File: config.mk
export PLATFORM = sky130hd
export DESIGN_NAME = alu_arbiter
export DESIGN_NICKNAME = d
export VERILOG_FILES = /design/src/rtl/alu_pkg.sv /design/src/rtl/alu.sv /design/src/rtl/alu_arbiter.sv
export SDC_FILE = /design/constraint.sdc
export NUM_CORES = 1
export LEC_CHECK = 0
export CAP_MARGIN = 10
export CORE_MARGIN = 5
export CORE_UTILIZATION = 43
export CTS_CLUSTER_SIZE = 30
export DETAILED_ROUTE_END_ITERATION = 8
export MAX_ROUTING_LAYER = met4
export PLACE_DENSITY = 0.79
export SYNTH_ARGS = -nofsm -noshare
export SYNTH_HDL_FRONTEND = slang
export SYNTH_HIERARCHICAL = 1
export SYNTH_SLANG_ARGS = --single-unit
export TNS_END_PERCENT = 1
File: constraint.sdc
create_clock -name clk -period 6.6 [get_ports clk]
set_input_delay 0.66 -clock clk [delete_from_list [all_inputs] [get_ports clk]]
set_output_delay 0.66 -clock clk [all_outputs]
set_load 0.01 [all_outputs]
File: src/rtl/alu_pkg.sv
// alu_pkg: shared definitions for the ALU arbiter slice.
//   - ALUControl encodings (3-bit)
//   - arbiter FSM state enum
//   - is_legal_op() helper used to gate illegal codes out of the response
package alu_pkg;

  localparam logic [2:0] ALU_ADD = 3'b000;
  localparam logic [2:0] ALU_SUB = 3'b001;
  localparam logic [2:0] ALU_AND = 3'b010;
  localparam logic [2:0] ALU_OR  = 3'b011;
  localparam logic [2:0] ALU_SLT = 3'b101;

  typedef enum logic {IDLE = 1'b0, RESP = 1'b1} state_t;

  function automatic logic is_legal_op(input logic [2:0] op);
    return (op == ALU_ADD) || (op == ALU_SUB) || (op == ALU_AND) ||
           (op == ALU_OR)  || (op == ALU_SLT);
  endfunction

endpackage

File: src/rtl/alu.sv
// alu: single shared combinational ALU datapath.
//   a, b   : 32-bit operands
//   op     : ALUControl code
//   result : ALU result (0 for illegal codes; caller must not trust it then)
//   zero   : result == 0
//   legal  : op is one of the defined codes
// One 33-bit adder serves add, sub and unsigned set-less-than; SLT reads the
// borrow of a - b, so there is no separate comparator.
module alu
  import alu_pkg::*;
(
  input  logic [31:0] a,
  input  logic [31:0] b,
  input  logic [2:0]  op,
  output logic [31:0] result,
  output logic        zero,
  output logic        legal
);

  logic        sub;
  logic [32:0] sum;

  assign sub = (op == ALU_SUB) || (op == ALU_SLT);
  // a + ~b + 1 == a - b; carry-out is 1 exactly when a >= b (unsigned)
  assign sum = {1'b0, a} + {1'b0, (sub ? ~b : b)} + {32'b0, sub};

  always_comb begin
    result = '0;
    case (op)
      ALU_ADD, ALU_SUB: result = sum[31:0];
      ALU_AND:          result = a & b;
      ALU_OR:           result = a | b;
      ALU_SLT:          result = {31'b0, ~sum[32]};
      default:          result = '0;
    endcase
  end

  assign zero  = (result == '0);
  assign legal = is_legal_op(op);

endmodule

File: src/rtl/alu_arbiter.sv
// alu_arbiter: two requesters share one ALU through a round-robin arbiter.
//   clk, reset            : clock, synchronous active-high reset
//   reqN_valid/ready      : request handshake per requester (ready is comb)
//   reqN_a, reqN_b, reqN_op: operands and ALUControl code per requester
//   rsp_valid/ready       : response handshake toward the consumer
//   rsp_id, rsp_result, rsp_zero, rsp_err : registered response fields
// IDLE accepts at most one op; RESP holds it until rsp_ready, so the peak rate
// is one op every two cycles.
module alu_arbiter
  import alu_pkg::*;
#(
  parameter int unsigned RR_RESET_LAST = 1
) (
  input  logic        clk,
  input  logic        reset,
  input  logic        req0_valid,
  output logic        req0_ready,
  input  logic [31:0] req0_a,
  input  logic [31:0] req0_b,
  input  logic [2:0]  req0_op,
  input  logic        req1_valid,
  output logic        req1_ready,
  input  logic [31:0] req1_a,
  input  logic [31:0] req1_b,
  input  logic [2:0]  req1_op,
  output logic        rsp_valid,
  input  logic        rsp_ready,
  output logic        rsp_id,
  output logic [31:0] rsp_result,
  output logic        rsp_zero,
  output logic        rsp_err
);

  localparam logic RST_LAST = RR_RESET_LAST[0];

  state_t      state;
  logic        last;
  logic        gsel;
  logic        accept;
  logic [31:0] alu_a, alu_b, alu_res;
  logic [2:0]  alu_op;
  logic        alu_zero, alu_legal;

  // Both valid: pick the one not granted last. Otherwise pick whichever is
  // valid (gsel is don't-care when neither is).
  assign gsel = req1_valid & (~req0_valid | ~last);

  assign req0_ready = (state == IDLE) & ~reset & req0_valid & ~gsel;
  assign req1_ready = (state == IDLE) & ~reset & req1_valid &  gsel;
  assign accept     = req0_ready | req1_ready;

  assign alu_a  = gsel ? req1_a  : req0_a;
  assign alu_b  = gsel ? req1_b  : req0_b;
  assign alu_op = gsel ? req1_op : req0_op;

  alu u_alu (
    .a      (alu_a),
    .b      (alu_b),
    .op     (alu_op),
    .result (alu_res),
    .zero   (alu_zero),
    .legal  (alu_legal)
  );

  always_ff @(posedge clk) begin
    if (reset) begin
      state      <= IDLE;
      last       <= RST_LAST;
      rsp_valid  <= 1'b0;
      rsp_id     <= 1'b0;
      rsp_result <= '0;
      rsp_zero   <= 1'b0;
      rsp_err    <= 1'b0;
    end else begin
      case (state)
        IDLE: if (accept) begin
          state      <= RESP;
          last       <= gsel;
          rsp_valid  <= 1'b1;
          rsp_id     <= gsel;
          // illegal codes report a fixed 0 result rather than ALU output
          rsp_result <= alu_legal ? alu_res  : '0;
          rsp_zero   <= alu_legal ? alu_zero : 1'b1;
          rsp_err    <= ~alu_legal;
        end
        RESP: if (rsp_ready) begin
          state     <= IDLE;
          rsp_valid <= 1'b0;
        end
        default: state <= IDLE;
      endcase
    end
  end

endmodule

After elaboration in Yosys (flattened, before gate mapping) --
Cells that the tools add are included.
Word-level totals: flip-flop bits (word level) 38, input bits 139
Operators by class: eq/ne operators 6, reduce and logical (&&, ||, !) cells 10, mux-type cells 13, bitwise operators 18, $add $sub $neg 2
Operators with widths (number):
- $mux W32 | 4
- $pmux W32 S4 | 1
- $add A32 B32 Y33 | 1
- $add A33 B1 Y33 | 1
- $and A32 B32 Y32 | 1
- $logic_not A32 Y1 | 1
- $not A32 Y32 | 1
- $or A32 B32 Y32 | 1
- $not A1 Y1 | 7
- $and A1 B1 Y1 | 6
- $eq A3 B2 Y1 const B | 2
- $logic_or A1 B1 Y1 | 5
- $mux W1 | 5
- $ne A2 B2 Y1 const B | 2
- $pmux W1 S2 | 2
- $reduce_and A2 Y1 | 2
- $eq A3 B1 Y1 const B | 1
- $eq A3 B3 Y1 const B | 1
- $logic_not A3 Y1 | 1
- $mux W3 | 1
- $or A1 B1 Y1 | 2
- $reduce_or A2 Y1 | 1

Logic depth before layout (Yosys ltp) --
Gate-level depths: netlist of the first run.
depth after elaboration 13, depth in mapped cells 25, mapped depth without buffers 19

Hierarchy --
Netlist of the first run, hierarchy kept.
Modules (own cells, without submodules):
- alu | seq. area each 0.0 µm², area an instance 2981.6 µm², instances 1, cells an instance 440
- alu_arbiter | seq. area each 760.7 µm², area an instance 2270.9 µm², instances 1, cells an instance 247

Least setup slack after synthesis of the first run --
No wires, ideal clock.
kind input to register, start point input port req1_valid, end point register rsp_zero, stages on the path 24, arrival 6.415 ns, buffers on the path 7, setup slack 0.097 ns, cell sequence a21boi_2 > buf_2 > buf_4 > mux2_2 > clkbuf_1 > clkbuf_1 > clkbuf_1 > buf_1 > nand2_1 > buf_1 > xnor2_1 > ha_1 > a211o_1 > o22ai_2 > xor2_1 > o22ai_1 > or3_1 > or4_1 > a2111oi_2 > nand4b_1 > or4_1 > nor4_2 > inv_1 > a311oi_2
RTL lines:
- start, declared | RTL line alu_arbiter.sv:21 | input logic req1_valid,
- $and A1 B1 Y1 (*) | RTL line alu_arbiter.sv:46 | assign gsel = req1_valid & (~req0_valid | ~last);
- $mux W3 (*) | RTL line alu_arbiter.sv:54 | assign alu_op = gsel ? req1_op : req0_op;
- named net alu_op[0] | RTL line alu_arbiter.sv:41 | logic [2:0] alu_op;
- $eq A3 B1 Y1 / $eq A3 B3 Y1 (equally long branches) | RTL line alu.sv:23, alu.sv:29
- $logic_or A1 B1 Y1 | RTL line alu.sv:23 | assign sub = (op == ALU_SUB) || (op == ALU_SLT);
- $mux W32 | RTL line alu.sv:25 | assign sum = {1'b0, a} + {1'b0, (sub ? ~b : b)} + {32'b0, sub};
- $add A32 B32 Y33 | RTL line alu.sv:25
- $add A33 B1 Y33 | RTL line alu.sv:25
- $pmux W32 S4 (*) | RTL line alu.sv:29 | case (op)
- named net alu_res[3] | RTL line alu_arbiter.sv:40 | logic [31:0] alu_a, alu_b, alu_res;
- $logic_not A32 Y1 (*) | RTL line alu.sv:38 | assign zero = (result == '0);
- named net alu_zero | RTL line alu_arbiter.sv:42 | logic alu_zero, alu_legal;
- $mux W1 (*) | RTL line alu_arbiter.sv:83 | rsp_zero <= alu_legal ? alu_zero : 1'b1;
- end signal, assigned | RTL line alu_arbiter.sv:83
- end, declared | RTL line alu_arbiter.sv:30 | output logic rsp_zero,
Mark *: on every way through the listed nets, which the timed path passes. The rest lies on a longest branch. A chain may end at the register's enable or synchronous reset.

Final worst setup path of the first run --
Same ends and word-level chain as after synthesis.

==> results of run 1 <==
metal layers:
| layer | part of all wire | track usage |
|---|---|---|
| met2 | 0.48 | 0.419 |
| met4 | 0.026 | 0.0588 |
| met5 | 0 | - |
| met1 | 0.42 | 0.294 |
| met3 | 0.071 | 0.0290 |
layout make-up:
type                            count  area [µm²]
Clock buffer                        5         125
Inverter                           15        56.3
Timing Repair Buffer              188        1850
Tap cell                          147         184
Multi-Input combinational cell    588        4230
Fill cell                        1128        4740
Sequential cell                    38         761
Clock inverter                      3        68.8
per-stage QoR:
stage / util / worst slack [ns] / hold WS (ns)
after global routing: 0.606 / 0.233 / 0.465
after global placement: 0.589 / 0.523 / 0.436
after detailed placement: 0.589 / 0.413 / 0.444
after floorplan: - / 0.0971 / 0.473
after CTS: 0.606 / 0.670 / 0.452
final: 0.606 / 0.587 / 0.449
synthesized netlist by cell type, types with 13 or more instances:
cell and n:
xnor2_1 45, xor2_1 13, mux2_2 67, inv_1 14, a21oi_1 57, o21ai_0 47
nand4_1 41, nand2_1 73, maj3_1 18, nor2_1 33, dfxtp_1 38, clkbuf_1 26
o21ai_1 30, ha_1 35
registers in the layout, indices dropped and copies added (netlist names):
register	count
rsp_result	32
last	1
rsp_err	1
rsp_id	1
rsp_valid	1
rsp_zero	1
state	1
cell usage in the layout (no fill, tap or decap), drive strengths merged, types with 4 or more instances in the layout:
cell type	instances
a221oi	9
xnor2	45
a31oi	4
o21ai	77
or4	4
o21bai	4
nand4	41
buf	12
nor4	4
o22ai	6
a311oi	5
nand2	73
o21a	9
ha	35
maj3	18
nor2	34
nor2b	9
a21oi	57
mux2	67
clkdlybuf4s50	176
xor2	13
nand2b	4
a21o	6
clkbuf	5
inv	15
nor3	9
dfxtp	38
kinds of logic (layout without fill, tap and decap cells):
group / Yosys count / count (layout) / share of synthesized area
buffers and inverters: 61 / 211 / 0.0522
muxes: 69 / 69 / 0.147
AOI/OAI and AO/OA: 210 / 210 / 0.250
DFF: 38 / 38 / 0.145
xor gates and xnor gates: 58 / 58 / 0.0967
adders and majority gates: 54 / 54 / 0.121
and+or+nand+nor: 197 / 197 / 0.187
worst paths after layout:
check	start	endpoint	slack, ns	depth (start not counted)
setup / recovery	req1_valid	rsp_zero	0.59	19
hold reg to reg	rsp_result[5]	rsp_result[5]	0.45	2
hold / removal	rsp_result[5]	rsp_result[5]	0.45	2
setup reg to reg	last	rsp_zero	1.14	18
power breakdown:
| part | total [mW] | internal (mW) | leakage [nW] | switching [mW] |
|---|---|---|---|---|
| clock network | 0.313 | 0.217 | 0.0940 | 0.0961 |
| logic | 0.943 | 0.431 | 2.26 | 0.512 |
| registers | 0.266 | 0.253 | 0.311 | 0.0128 |
worst min-delay path: cells and delay by family (launching register included):
family             cells  cell delay [ns]
DFF                    1             0.31
and+or+nand+nor        1             0.05
AOI/OAI and AO/OA      1             0.05
==> flow_summary.html, run 1 <==
<table>
<tr><th>Metric</th><th>Value</th></tr>
<tr><th colspan="2">Status</th></tr>
<tr><td>Outcome</td><td>finished, final reports clean</td></tr>
<tr><th colspan="2">Logic synthesis</th></tr>
<tr><td>Number of enable flip-flop cells after synthesis</td><td>0</td></tr>
<tr><td>Dominant synthesized flop cell</td><td>dfxtp_1</td></tr>
<tr><td>Number of unique standard cell types used by synthesis</td><td>75</td></tr>
<tr><td>Post-synthesis async set-or-reset flop share</td><td>0</td></tr>
<tr><td>Post-Synthesis Mean Instance Area</td><td>7.65 µm²</td></tr>
<tr><td>YS warnings</td><td>6</td></tr>
<tr><td>Post-synthesis net count</td><td>862</td></tr>
<tr><td>Post-Syn Instances</td><td>around 690</td></tr>
<tr><td>Biggest area consumer among synthesized cells</td><td>dfxtp_1</td></tr>
<tr><td>Cell types occupying the most area after synthesis</td><td>dfxtp_1 14%, mux2_2 14%, ha_1 8.3%</td></tr>
<tr><td>Top cell type's share of synthesized area</td><td>0.145</td></tr>
<tr><td>Seq/Total Area, Yosys</td><td>0.145</td></tr>
<tr><td>Post-Synthesis Cell Area</td><td>5250 µm²</td></tr>
<tr><td>Register bit count reported by yosys</td><td>38</td></tr>
<tr><th colspan="2">Global route</th></tr>
<tr><td>Overflow left after global routing</td><td>0</td></tr>
<tr><td>Aggregate global-route resource usage</td><td>0.240</td></tr>
<tr><td>Wire length of the first global-routing pass</td><td>28200 µm</td></tr>
<tr><td>Antenna violations before repair</td><td>0</td></tr>
<tr><td>Pin count of the biggest net entering global routing</td><td>41</td></tr>
<tr><td>Via count of the first global-routing pass</td><td>5634</td></tr>
<tr><th colspan="2">Clock tree</th></tr>
<tr><td>CTS Buffer Depth</td><td>2</td></tr>
<tr><td>TritonCTS clock tree</td><td>done</td></tr>
<tr><td>Number of instances resized during post-cts repair</td><td>0</td></tr>
<tr><td>Post-CTS clock slew at the launch and capture registers of the worst setup and hold paths</td><td>0.06 ns</td></tr>
<tr><td>Number of setup buffers added after CTS</td><td>0</td></tr>
<tr><td>Number of H-tree branching levels</td><td>2</td></tr>
<tr><td>TritonCTS Buffers</td><td>5</td></tr>
<tr><td>Clock sink count</td><td>38</td></tr>
<tr><td>Number of hold buffers added after CTS</td><td>0</td></tr>
<tr><td>Cell chosen for the clock root</td><td>clkbuf_16</td></tr>
<tr><td>Clock insertion delay at the later pin of the skew report</td><td>0.28 ns</td></tr>
<tr><th colspan="2">Place</th></tr>
<tr><td>Global placement routability congestion</td><td>0.964</td></tr>
<tr><td>Number of buffers inserted by port buffering</td><td>176</td></tr>
<tr><td>Standard cell area after detailed placement</td><td>7080 µm²</td></tr>
<tr><td># placed instances</td><td>between 900 and 1k</td></tr>
<tr><td>HPWL reported at the end of detailed placement</td><td>14300 µm</td></tr>
<tr><th colspan="2">Min path</th></tr>
<tr><td>Worst hold path type</td><td>register to register</td></tr>
<tr><th colspan="2">Pwr</th></tr>
<tr><td>Power density cells</td><td>209 nW/µm²</td></tr>
<tr><td>Leakage power figure</td><td>roughly 2.7 nW</td></tr>
<tr><td>Overall power</td><td>1.52 mW</td></tr>
<tr><td>VDD IR max</td><td>0.000116 V</td></tr>
<tr><th colspan="2">STA</th></tr>
<tr><td>Min cycle time layout</td><td>6.01 ns</td></tr>
<tr><td>Final setup skew</td><td>between 0.003 and 0.004 ns</td></tr>
<tr><td>Portion of the clock cycle consumed by the worst path in the final layout</td><td>0.911</td></tr>
<tr><td>Max-slew headroom</td><td>0.265</td></tr>
<tr><td>Worst-Margin Slew</td><td>1.10 ns</td></tr>
<tr><td>Count of endpoints failing setup in the final report</td><td>0</td></tr>
<tr><td>Total Neg Setup Slack</td><td>0 ns</td></tr>
<tr><td>Highest clock frequency the design can meet</td><td>166 MHz</td></tr>
<tr><td>Number of max-slew violations in the final report</td><td>0</td></tr>
<tr><td>Final Hold Vio Count</td><td>0</td></tr>
<tr><td>RSZ-0062 raised after global routing</td><td>false</td></tr>
<tr><th colspan="2">Worst setup path</th></tr>
<tr><td>Max stage delay cell, worst path</td><td>clkdlybuf4s50_1</td></tr>
<tr><td>Required time at the worst-slack endpoint</td><td>just under 7 ns</td></tr>
<tr><td>Data arrival time at the worst-slack endpoint</td><td>6.20 ns</td></tr>
<tr><td>Crit path largest cell delay</td><td>0.49 ns</td></tr>
<tr><td>Crit end category</td><td>register</td></tr>
<tr><td>Sum of buffers and inverters on the critical path</td><td>4</td></tr>
<tr><td>Highest net fanout along the worst path</td><td>16</td></tr>
<tr><td>Critical Setup Path Class</td><td>primary input to register</td></tr>
<tr><td>CP startpoint kind</td><td>primary input</td></tr>
<tr><td>Cell family with the largest share of critical-path delay</td><td>simple AND/OR/NAND/NOR gates</td></tr>
<tr><td>Series of cell instances along the critical path</td><td>clkdlybuf4s50_1, a21boi_4, mux2_2, inv_1, nand2_2, buf_4, xnor2_1, ha_1, and4_1, or3b_2, o21ai_0, a31oi_1, o21ai_0, xnor2_1, a221oi_1, or4_1, nor4_2, inv_1, a311oi_2</td></tr>
<tr><th colspan="2">Detailed routing</th></tr>
<tr><td>DR vias</td><td>5882</td></tr>
<tr><td>Final routed DRC violation total</td><td>0</td></tr>
<tr><td>Wire length reported by the detailed router</td><td>17900 µm</td></tr>
<tr><td>Initial detailed-routing violation count</td><td>405</td></tr>
<tr><td>Post-route ant nets</td><td>0</td></tr>
<tr><td>Per-cell via count in the routed design</td><td>between 5 and 6</td></tr>
<tr><td>Drt pass-1 iters</td><td>5</td></tr>
<tr><td>Average wire per standard cell</td><td>18.2 µm</td></tr>
<tr><th colspan="2">Floorplanning</th></tr>
<tr><td>Area of the core</td><td>between 10000 and 15000 µm²</td></tr>
<tr><td>Die area</td><td>14500 µm²</td></tr>
<tr><td>I/O Pins</td><td>roughly 180</td></tr>
<tr><td>Die Y-Extent</td><td>121 µm</td></tr>
<tr><td>Effective utilization at floorplan</td><td>0.437</td></tr>
<tr><td>DIE WIDTH</td><td>121 µm</td></tr>
<tr><td>Placement row count</td><td>40</td></tr>
<tr><th colspan="2">Finish</th></tr>
<tr><td>Cell area after layout</td><td>7270 µm²</td></tr>
<tr><td>Fraction of final layout cells with drive strength greater than 1</td><td>0.119</td></tr>
<tr><td>Diodes inserted</td><td>0</td></tr>
<tr><td>Finished Layout Cells</td><td>984</td></tr>
<tr><td>Area added between synthesis and finish</td><td>38.5%</td></tr>
<tr><td>Total Nets Final</td><td>1011</td></tr>
<tr><th colspan="2">Job</th></tr>
<tr><td>Count of maximum capacitance violations</td><td>0</td></tr>
</table>
Note: power is estimated with default switching activity, not from simulation.
==> run 2, diff against run 1 <==
Settings changed: CORE_MARGIN 5 to 2.
==> run 2 against run 1 <==
  * Register-to-register slack improved by 0.24 ns
  * Final cell count unchanged
  * Non-clock buffer count unchanged
  * Sequential share of layout area is essentially flat
  * Count of clock-buffer cells in the layout stayed put
  * Combinational power hardly changed
  * Setup slack improved by 0.24 ns
  * First-iteration DRC count down 7.7%
  * Worst hold slack worse by 0.0023 ns
==> flow_summary.html, run 2 (synthesized netlist as in run 1, its figures left out) <==
<table>
<tr><th>Metric</th><th>Value</th></tr>
<tr><th colspan="2">Status</th></tr>
<tr><td>Outcome</td><td>finished, final reports clean (unchanged)</td></tr>
<tr><th colspan="2">Worst setup path</th></tr>
<tr><td>Required time at the worst-slack endpoint</td><td>6.79 ns (about the same)</td></tr>
<tr><td>Crit end category</td><td>register (unchanged)</td></tr>
<tr><td>Critical Setup Path Class</td><td>primary input to register (unchanged)</td></tr>
<tr><td>Data arrival time at the worst-slack endpoint</td><td>5.97 ns (was 6.20 ns)</td></tr>
<tr><td>Crit path largest cell delay</td><td>0.54 ns (was 0.49 ns)</td></tr>
<tr><td>Sum of buffers and inverters on the critical path</td><td>4 (unchanged)</td></tr>
<tr><td>Series of cell instances along the critical path</td><td>clkdlybuf4s50_1, a21boi_4, buf_12, mux2_2, xnor2_1, inv_1, fa_1, nor2b_1, o31ai_1, a2111o_1, a31oi_1, o21ai_1, xor2_1, a221oi_1, or4_1, or4_1, nor4_2, inv_1, a311oi_2 (was clkdlybuf4s50_1, a21boi_4, mux2_2, inv_1, nand2_2, buf_4, xnor2_1, ha_1, and4_1, or3b_2, o21ai_0, a31oi_1, o21ai_0, xnor2_1, a221oi_1, or4_1, nor4_2, inv_1, a311oi_2)</td></tr>
<tr><td>Cell family with the largest share of critical-path delay</td><td>compound AO/OA/AOI/OAI gates (was simple AND/OR/NAND/NOR gates)</td></tr>
<tr><td>CP startpoint kind</td><td>primary input (unchanged)</td></tr>
<tr><td>Highest net fanout along the worst path</td><td>62 (was 16)</td></tr>
<tr><td>Max stage delay cell, worst path</td><td>or4_1 (was clkdlybuf4s50_1)</td></tr>
<tr><th colspan="2">STA</th></tr>
<tr><td>Max-slew headroom</td><td>0.218 (was 0.265)</td></tr>
<tr><td>Number of max-slew violations in the final report</td><td>0 (unchanged)</td></tr>
<tr><td>RSZ-0062 raised after global routing</td><td>false (unchanged)</td></tr>
<tr><td>Worst-Margin Slew</td><td>1.17 ns (was 1.10 ns)</td></tr>
<tr><td>Post-route worst hold slack</td><td>0.447 ns (was 0.449 ns)</td></tr>
<tr><td>Worst path setup slack after routing</td><td>0.822 ns (was 0.587 ns)</td></tr>
<tr><td>Min cycle time layout</td><td>5.78 ns (was 6.01 ns)</td></tr>
<tr><td>Total Neg Setup Slack</td><td>0 ns (unchanged)</td></tr>
<tr><td>Final setup skew</td><td>0.00160 ns (was 0.00321 ns)</td></tr>
<tr><td>Highest clock frequency the design can meet</td><td>173 MHz (was 166 MHz)</td></tr>
<tr><td>Count of endpoints failing setup in the final report</td><td>0 (unchanged)</td></tr>
<tr><td>Final Hold Vio Count</td><td>0 (unchanged)</td></tr>
<tr><td>Portion of the clock cycle consumed by the worst path in the final layout</td><td>0.875 (was 0.911)</td></tr>
<tr><th colspan="2">Place</th></tr>
<tr><td># placed instances</td><td>976 (unchanged)</td></tr>
<tr><td>Global placement routability congestion</td><td>0.977 (was 0.964)</td></tr>
<tr><td>Number of buffers inserted by port buffering</td><td>176 (unchanged)</td></tr>
<tr><td>HPWL reported at the end of detailed placement</td><td>13600 µm (was 14300 µm)</td></tr>
<tr><td>Pre-CTS setup slack</td><td>0.580 ns (was 0.413 ns)</td></tr>
<tr><th colspan="2">Floorplanning</th></tr>
<tr><td>Area of the core</td><td>12000 µm² (about the same)</td></tr>
<tr><td>I/O Pins</td><td>177 (unchanged)</td></tr>
<tr><td>Effective utilization at floorplan</td><td>0.439 (was 0.437)</td></tr>
<tr><td>Placement row count</td><td>40 (unchanged)</td></tr>
<tr><td>Die Y-Extent</td><td>115 µm (was 121 µm)</td></tr>
<tr><td>DIE WIDTH</td><td>115 µm (was 121 µm)</td></tr>
<tr><td>Die area</td><td>13100 µm² (was 14500 µm²)</td></tr>
<tr><th colspan="2">Global route</th></tr>
<tr><td>Pin count of the biggest net entering global routing</td><td>63 (was 41)</td></tr>
<tr><td>Antenna violations before repair</td><td>0 (unchanged)</td></tr>
<tr><td>Wire length of the first global-routing pass</td><td>27900 µm (was 28200 µm)</td></tr>
<tr><td>Via count of the first global-routing pass</td><td>5837 (was 5634)</td></tr>
<tr><td>Aggregate global-route resource usage</td><td>0.266 (was 0.240)</td></tr>
<tr><td>Overflow left after global routing</td><td>0 (unchanged)</td></tr>
<tr><th colspan="2">Clock tree</th></tr>
<tr><td>Number of instances resized during post-cts repair</td><td>0 (unchanged)</td></tr>
<tr><td>Number of H-tree branching levels</td><td>2 (unchanged)</td></tr>
<tr><td>Cell chosen for the clock root</td><td>clkbuf_16 (unchanged)</td></tr>
<tr><td>Number of setup buffers added after CTS</td><td>0 (unchanged)</td></tr>
<tr><td>Number of hold buffers added after CTS</td><td>0 (unchanged)</td></tr>
<tr><td>CTS Buffer Depth</td><td>2 (unchanged)</td></tr>
<tr><td>Post-CTS clock slew at the launch and capture registers of the worst setup and hold paths</td><td>0.06 ns (about the same)</td></tr>
<tr><td>TritonCTS clock tree</td><td>done (unchanged)</td></tr>
<tr><td>Clock insertion delay at the later pin of the skew report</td><td>0.28 ns (about the same)</td></tr>
<tr><td>TritonCTS Buffers</td><td>5 (unchanged)</td></tr>
<tr><td>Clock sink count</td><td>38 (unchanged)</td></tr>
<tr><th colspan="2">Finish</th></tr>
<tr><td>Fin util</td><td>0.610 (was 0.606)</td></tr>
<tr><td>Largest register FFs</td><td>32 (unchanged)</td></tr>
<tr><td>Diodes inserted</td><td>0 (unchanged)</td></tr>
<tr><td>Fraction of final layout cells with drive strength greater than 1</td><td>0.119 (unchanged)</td></tr>
<tr><td>Most common library cell in the layout ignoring fill and taps</td><td>clkdlybuf4s50_1 (unchanged)</td></tr>
<tr><td>Finished Layout Cells</td><td>984 (unchanged)</td></tr>
<tr><td>Register with the most flip-flops</td><td>rsp_result (unchanged)</td></tr>
<tr><td>Filler cells</td><td>1117 (was 1128)</td></tr>
<tr><td>Area added between synthesis and finish</td><td>39.0% (was 38.5%)</td></tr>
<tr><td>Total Nets Final</td><td>1011 (unchanged)</td></tr>
<tr><td>Commonest cells after routing, fill and taps aside</td><td>176 x clkdlybuf4s50_1, 72 x nand2_1, 67 x mux2_2 (unchanged)</td></tr>
<tr><th colspan="2">Detailed routing</th></tr>
<tr><td>Drt pass-1 iters</td><td>5 (unchanged)</td></tr>
<tr><td>Average wire per standard cell</td><td>17.6 µm (was 18.2 µm)</td></tr>
<tr><td>Initial detailed-routing violation count</td><td>374 (was 405)</td></tr>
<tr><td>Per-cell via count in the routed design</td><td>5.94 (was 5.98)</td></tr>
<tr><td>Post-route ant nets</td><td>0 (unchanged)</td></tr>
<tr><td>DR vias</td><td>5841 (was 5882)</td></tr>
<tr><td>Final routed DRC violation total</td><td>0 (unchanged)</td></tr>
<tr><td>Wire length reported by the detailed router</td><td>17300 µm (was 17900 µm)</td></tr>
<tr><th colspan="2">Pwr</th></tr>
<tr><td>VDD IR max</td><td>0.000154 V (was 0.000116 V)</td></tr>
<tr><td>Leakage power figure</td><td>2.67 nW (about the same)</td></tr>
<tr><td>Power density cells</td><td>208 nW/µm² (was 209 nW/µm²)</td></tr>
<tr><th colspan="2">Min path</th></tr>
<tr><td>Worst hold path type</td><td>register to register (unchanged)</td></tr>
<tr><th colspan="2">Job</th></tr>
<tr><td>Count of maximum capacitance violations</td><td>0 (unchanged)</td></tr>
</table>
-- run 2: report_power, final --
group,internal [mW],leakage [nW],total (mW),switching (mW)
logic,0.436,2.27,0.944,0.509
clock network,0.217,0.0940,0.311,0.0940
registers,0.253,0.311,0.266,0.0130
-- run 2: layout make-up --
class	instances	area, µm²	area share
well taps	147	184	0.0252
inverters	15	56.3	0.00771
flip-flops and latches	38	761	0.104
multi-input cells	588	4230	0.579
clock buffers	5	125	0.0171
clock inverters	3	68.8	0.00943
repair buffers	188	1880	0.257
-- run 2: path summary, 6_finish.rpt --
check / startpoint / to / slack, ns / cells past startpoint
worst max-delay path: req1_valid / rsp_zero / 0.82 / 19
worst min-delay path: rsp_result[14] / rsp_result[14] / 0.45 / 2
worst max register to register: last / rsp_zero / 1.38 / 18
worst min register to register: rsp_result[14] / rsp_result[14] / 0.45 / 2
-- run 2: tightest hold or removal path: cells and delay by family, from the launching register on --
kind,cells,cell delay (ns)
compound gates,1,0.05
flops,1,0.31
simple gates,1,0.05
-- run 2: metal layers --
| layer | wire (µm) | GRT usage | vias up |
|---|---|---|---|
| li1 | - | - | 2861 |
| met1 | 7200 | 0.324 | 2707 |
| met2 | 8490 | 0.458 | 242 |
| met3 | 1190 | 0.0355 | 31 |
| met4 | 399 | 0.0780 | 0 |
| met5 | 0 | - | - |
-- run 2: per-stage QoR --
step	instance area [µm²]	power, mW
after global routing	7300	1.63
final	7300	1.52
after floorplan	5250	0.908
after CTS	7300	1.51
after detailed placement	7110	1.20
after global placement	7110	1.19
==> run 3, diff against run 2 <==
Settings changed: PLACE_DENSITY 0.79 to 0.82.
==> run 3 against run 2 <==
  * Combinational power shrank 0.6%
  * Global-route usage shrank 0.68 points
  * Non-clock buffer count is the same
  * Utilization shrank 0.56 points
  * Critical path depth is the same
  * Largest power group unchanged
  * Highest routed layer unchanged
  * Maximum frequency shrank 1.4%
==> flow_summary.html, run 3 (synthesized netlist as in run 1, its figures left out) <==
<table>
<tr><th>Metric</th><th>Value</th></tr>
<tr><th colspan="2">Clock tree</th></tr>
<tr><td>TritonCTS clock tree</td><td>done (unchanged)</td></tr>
<tr><td>TritonCTS Buffers</td><td>5 (unchanged)</td></tr>
<tr><td>Number of instances resized during post-cts repair</td><td>0 (unchanged)</td></tr>
<tr><td>Number of hold buffers added after CTS</td><td>0 (unchanged)</td></tr>
<tr><td>Clock sink count</td><td>38 (unchanged)</td></tr>
<tr><td>Cell chosen for the clock root</td><td>clkbuf_16 (unchanged)</td></tr>
<tr><td>Number of setup buffers added after CTS</td><td>0 (unchanged)</td></tr>
<tr><td>CTS Buffer Depth</td><td>2 (unchanged)</td></tr>
<tr><td>Number of H-tree branching levels</td><td>2 (unchanged)</td></tr>
<tr><td>Clock insertion delay at the later pin of the skew report</td><td>0.28 ns (about the same)</td></tr>
<tr><td>Post-CTS clock slew at the launch and capture registers of the worst setup and hold paths</td><td>0.06 ns (about the same)</td></tr>
<tr><th colspan="2">STA</th></tr>
<tr><td>Post-route worst hold slack</td><td>0.448 ns (was 0.447 ns)</td></tr>
<tr><td>Min cycle time layout</td><td>5.86 ns (was 5.78 ns)</td></tr>
<tr><td>Portion of the clock cycle consumed by the worst path in the final layout</td><td>0.888 (was 0.875)</td></tr>
<tr><td>Count of endpoints failing setup in the final report</td><td>0 (unchanged)</td></tr>
<tr><td>RSZ-0062 raised after global routing</td><td>false (unchanged)</td></tr>
<tr><td>Worst-Margin Slew</td><td>1.07 ns (was 1.17 ns)</td></tr>
<tr><td>Final setup skew</td><td>0.00528 ns (was 0.00160 ns)</td></tr>
<tr><td>Number of max-slew violations in the final report</td><td>0 (unchanged)</td></tr>
<tr><td>Max-slew headroom</td><td>0.284 (was 0.218)</td></tr>
<tr><td>Total Neg Setup Slack</td><td>0 ns (unchanged)</td></tr>
<tr><td>Final Hold Vio Count</td><td>0 (unchanged)</td></tr>
<tr><td>Highest clock frequency the design can meet</td><td>171 MHz (was 173 MHz)</td></tr>
<tr><th colspan="2">Worst setup path</th></tr>
<tr><td>Highest net fanout along the worst path</td><td>46 (was 62)</td></tr>
<tr><td>Max stage delay cell, worst path</td><td>or4_1 (unchanged)</td></tr>
<tr><td>Sum of buffers and inverters on the critical path</td><td>3 (was 4)</td></tr>
<tr><td>Startpoint of the most critical setup path</td><td>req1_valid (unchanged)</td></tr>
<tr><td>Crit end category</td><td>register (unchanged)</td></tr>
<tr><td>Worst flop-to-flop path startpoint</td><td>last (unchanged)</td></tr>
<tr><td>Series of cell instances along the critical path</td><td>clkdlybuf4s50_1, a21boi_4, buf_4, mux2_2, nor3b_1, a21oi_1, fa_1, nor2b_1, o31ai_1, a2111o_1, a31oi_1, o21ai_1, xor2_1, a221oi_1, or4_1, or4_1, nor4_2, inv_1, a311oi_2 (was clkdlybuf4s50_1, a21boi_4, buf_12, mux2_2, xnor2_1, inv_1, fa_1, nor2b_1, o31ai_1, a2111o_1, a31oi_1, o21ai_1, xor2_1, a221oi_1, or4_1, or4_1, nor4_2, inv_1, a311oi_2)</td></tr>
<tr><td>Cell family with the largest share of critical-path delay</td><td>simple AND/OR/NAND/NOR gates (was compound AO/OA/AOI/OAI gates)</td></tr>
<tr><td>Data arrival time at the worst-slack endpoint</td><td>6.06 ns (was 5.97 ns)</td></tr>
<tr><td>Crit path largest cell delay</td><td>0.53 ns (was 0.54 ns)</td></tr>
<tr><td>Critical Setup Path Class</td><td>primary input to register (unchanged)</td></tr>
<tr><td>CP startpoint kind</td><td>primary input (unchanged)</td></tr>
<tr><td>Worst path most repeated cell</td><td>or4_1</td></tr>
<tr><td>Required time at the worst-slack endpoint</td><td>6.80 ns (was 6.79 ns)</td></tr>
<tr><th colspan="2">Detailed routing</th></tr>
<tr><td>Initial detailed-routing violation count</td><td>435 (was 374)</td></tr>
<tr><td>Wire length reported by the detailed router</td><td>17000 µm (was 17300 µm)</td></tr>
<tr><td>Final routed DRC violation total</td><td>0 (unchanged)</td></tr>
<tr><td>Post-route ant nets</td><td>0 (unchanged)</td></tr>
<tr><td>Drt pass-1 iters</td><td>6 (was 5)</td></tr>
<tr><td>Per-cell via count in the routed design</td><td>5.97 (was 5.94)</td></tr>
<tr><td>Average wire per standard cell</td><td>17.3 µm (was 17.6 µm)</td></tr>
<tr><td>DR vias</td><td>5873 (was 5841)</td></tr>
<tr><th colspan="2">Finish</th></tr>
<tr><td>Register with the most flip-flops</td><td>rsp_result (unchanged)</td></tr>
<tr><td>Total Nets Final</td><td>1011 (unchanged)</td></tr>
<tr><td>Largest register FFs</td><td>32 (unchanged)</td></tr>
<tr><td>Diodes inserted</td><td>0 (unchanged)</td></tr>
<tr><td>Most common library cell in the layout ignoring fill and taps</td><td>clkdlybuf4s50_1 (unchanged)</td></tr>
<tr><td>Area added between synthesis and finish</td><td>37.7% (was 39.0%)</td></tr>
<tr><td>Commonest cells after routing, fill and taps aside</td><td>176 x clkdlybuf4s50_1, 72 x nand2_1, 67 x mux2_2 (unchanged)</td></tr>
<tr><td>Fraction of final layout cells with drive strength greater than 1</td><td>0.119 (unchanged)</td></tr>
<tr><td>Fin util</td><td>0.605 (was 0.610)</td></tr>
<tr><td>Cell area after layout</td><td>7230 µm² (was 7300 µm²)</td></tr>
<tr><th colspan="2">Global route</th></tr>
<tr><td>Via count of the first global-routing pass</td><td>5603 (was 5837)</td></tr>
<tr><td>Wire length of the first global-routing pass</td><td>27100 µm (was 27900 µm)</td></tr>
<tr><td>Aggregate global-route resource usage</td><td>0.260 (was 0.266)</td></tr>
<tr><td>Pin count of the biggest net entering global routing</td><td>47 (was 63)</td></tr>
<tr><td>Antenna violations before repair</td><td>0 (unchanged)</td></tr>
<tr><td>Overflow left after global routing</td><td>0 (unchanged)</td></tr>
<tr><th colspan="2">Pwr</th></tr>
<tr><td>Leakage power figure</td><td>2.64 nW (was 2.67 nW)</td></tr>
<tr><td>VDD IR max</td><td>0.000104 V (was 0.000154 V)</td></tr>
<tr><td>Power density cells</td><td>200 nW/µm² (was 208 nW/µm²)</td></tr>
<tr><th colspan="2">Place</th></tr>
<tr><td>HPWL reported at the end of detailed placement</td><td>13500 µm (was 13600 µm)</td></tr>
<tr><td>Number of buffers inserted by port buffering</td><td>176 (unchanged)</td></tr>
<tr><td>Standard cell area after detailed placement</td><td>7080 µm² (was 7110 µm²)</td></tr>
<tr><td>Global placement routability congestion</td><td>1.01 (was 0.977)</td></tr>
<tr><th colspan="2">Min path</th></tr>
<tr><td>Worst hold path type</td><td>register to register (unchanged)</td></tr>
<tr><td>Startpoint of the worst hold path</td><td>rsp_result[25] (was rsp_result[14])</td></tr>
<tr><th colspan="2">Status</th></tr>
<tr><td>Outcome</td><td>finished, final reports clean (unchanged)</td></tr>
<tr><th colspan="2">Job</th></tr>
<tr><td>Count of maximum capacitance violations</td><td>0 (unchanged)</td></tr>
<tr><th colspan="2">Floorplanning</th></tr>
<tr><td>Placement row count</td><td>40 (unchanged)</td></tr>
<tr><td>DIE WIDTH</td><td>115 µm (unchanged)</td></tr>
<tr><td>I/O Pins</td><td>177 (unchanged)</td></tr>
<tr><td>Die Y-Extent</td><td>115 µm (unchanged)</td></tr>
<tr><td>Die area</td><td>13100 µm² (unchanged)</td></tr>
<tr><td>Effective utilization at floorplan</td><td>0.439 (unchanged)</td></tr>
<tr><td>Area of the core</td><td>12000 µm² (unchanged)</td></tr>
</table>
run 3: through the flow:
step	total power, mW	setup WS, ns	cells
after floorplan	0.908	0.0971	687
after CTS	1.43	0.737	984
after global placement	1.19	0.518	976
after detailed placement	1.19	0.469	976
final	1.45	0.741	984
after global routing	1.55	0.312	984
run 3: path summary, 6_finish.rpt:
| kind | end | slack, ns | cells past startpoint |
|---|---|---|---|
| max reg2reg | rsp_zero | 1.31 | 18 |
| min | rsp_result[25] | 0.45 | 2 |
| min reg2reg | rsp_result[25] | 0.45 | 2 |
| max | rsp_zero | 0.74 | 19 |
run 3: cell type report:
type | instances | area, µm²
multi-input cells | 588 | 4230
clock buffers | 6 | 139
flip-flops and latches | 38 | 761
well taps | 147 | 184
fillers | 1079 | 4730
clock inverters | 2 | 12.5
inverters | 15 | 56.3
repair buffers | 188 | 1850
run 3: tightest hold or removal path, stage by stage (launching register included):
cell and delay (ns):
dfxtp_1 0.31, nand2_1 0.05, o21ai_1 0.05
run 3: report_power, final:
group / switching (mW) / leakage [nW] / internal [mW]
combinational: 0.507 / 2.26 / 0.431
clock: 0.0927 / 0.0729 / 0.149
sequential: 0.0138 / 0.311 / 0.253
total: 0.613 / 2.64 / 0.833
run 3: per-layer routing:
layer,vias to the layer above,share of wire,global-route usage
met1,2703,0.42,0.324
met5,-,0,-
met2,266,0.48,0.436
met4,0,0.027,0.0789
met3,44,0.072,0.0344
li1,2860,-,-
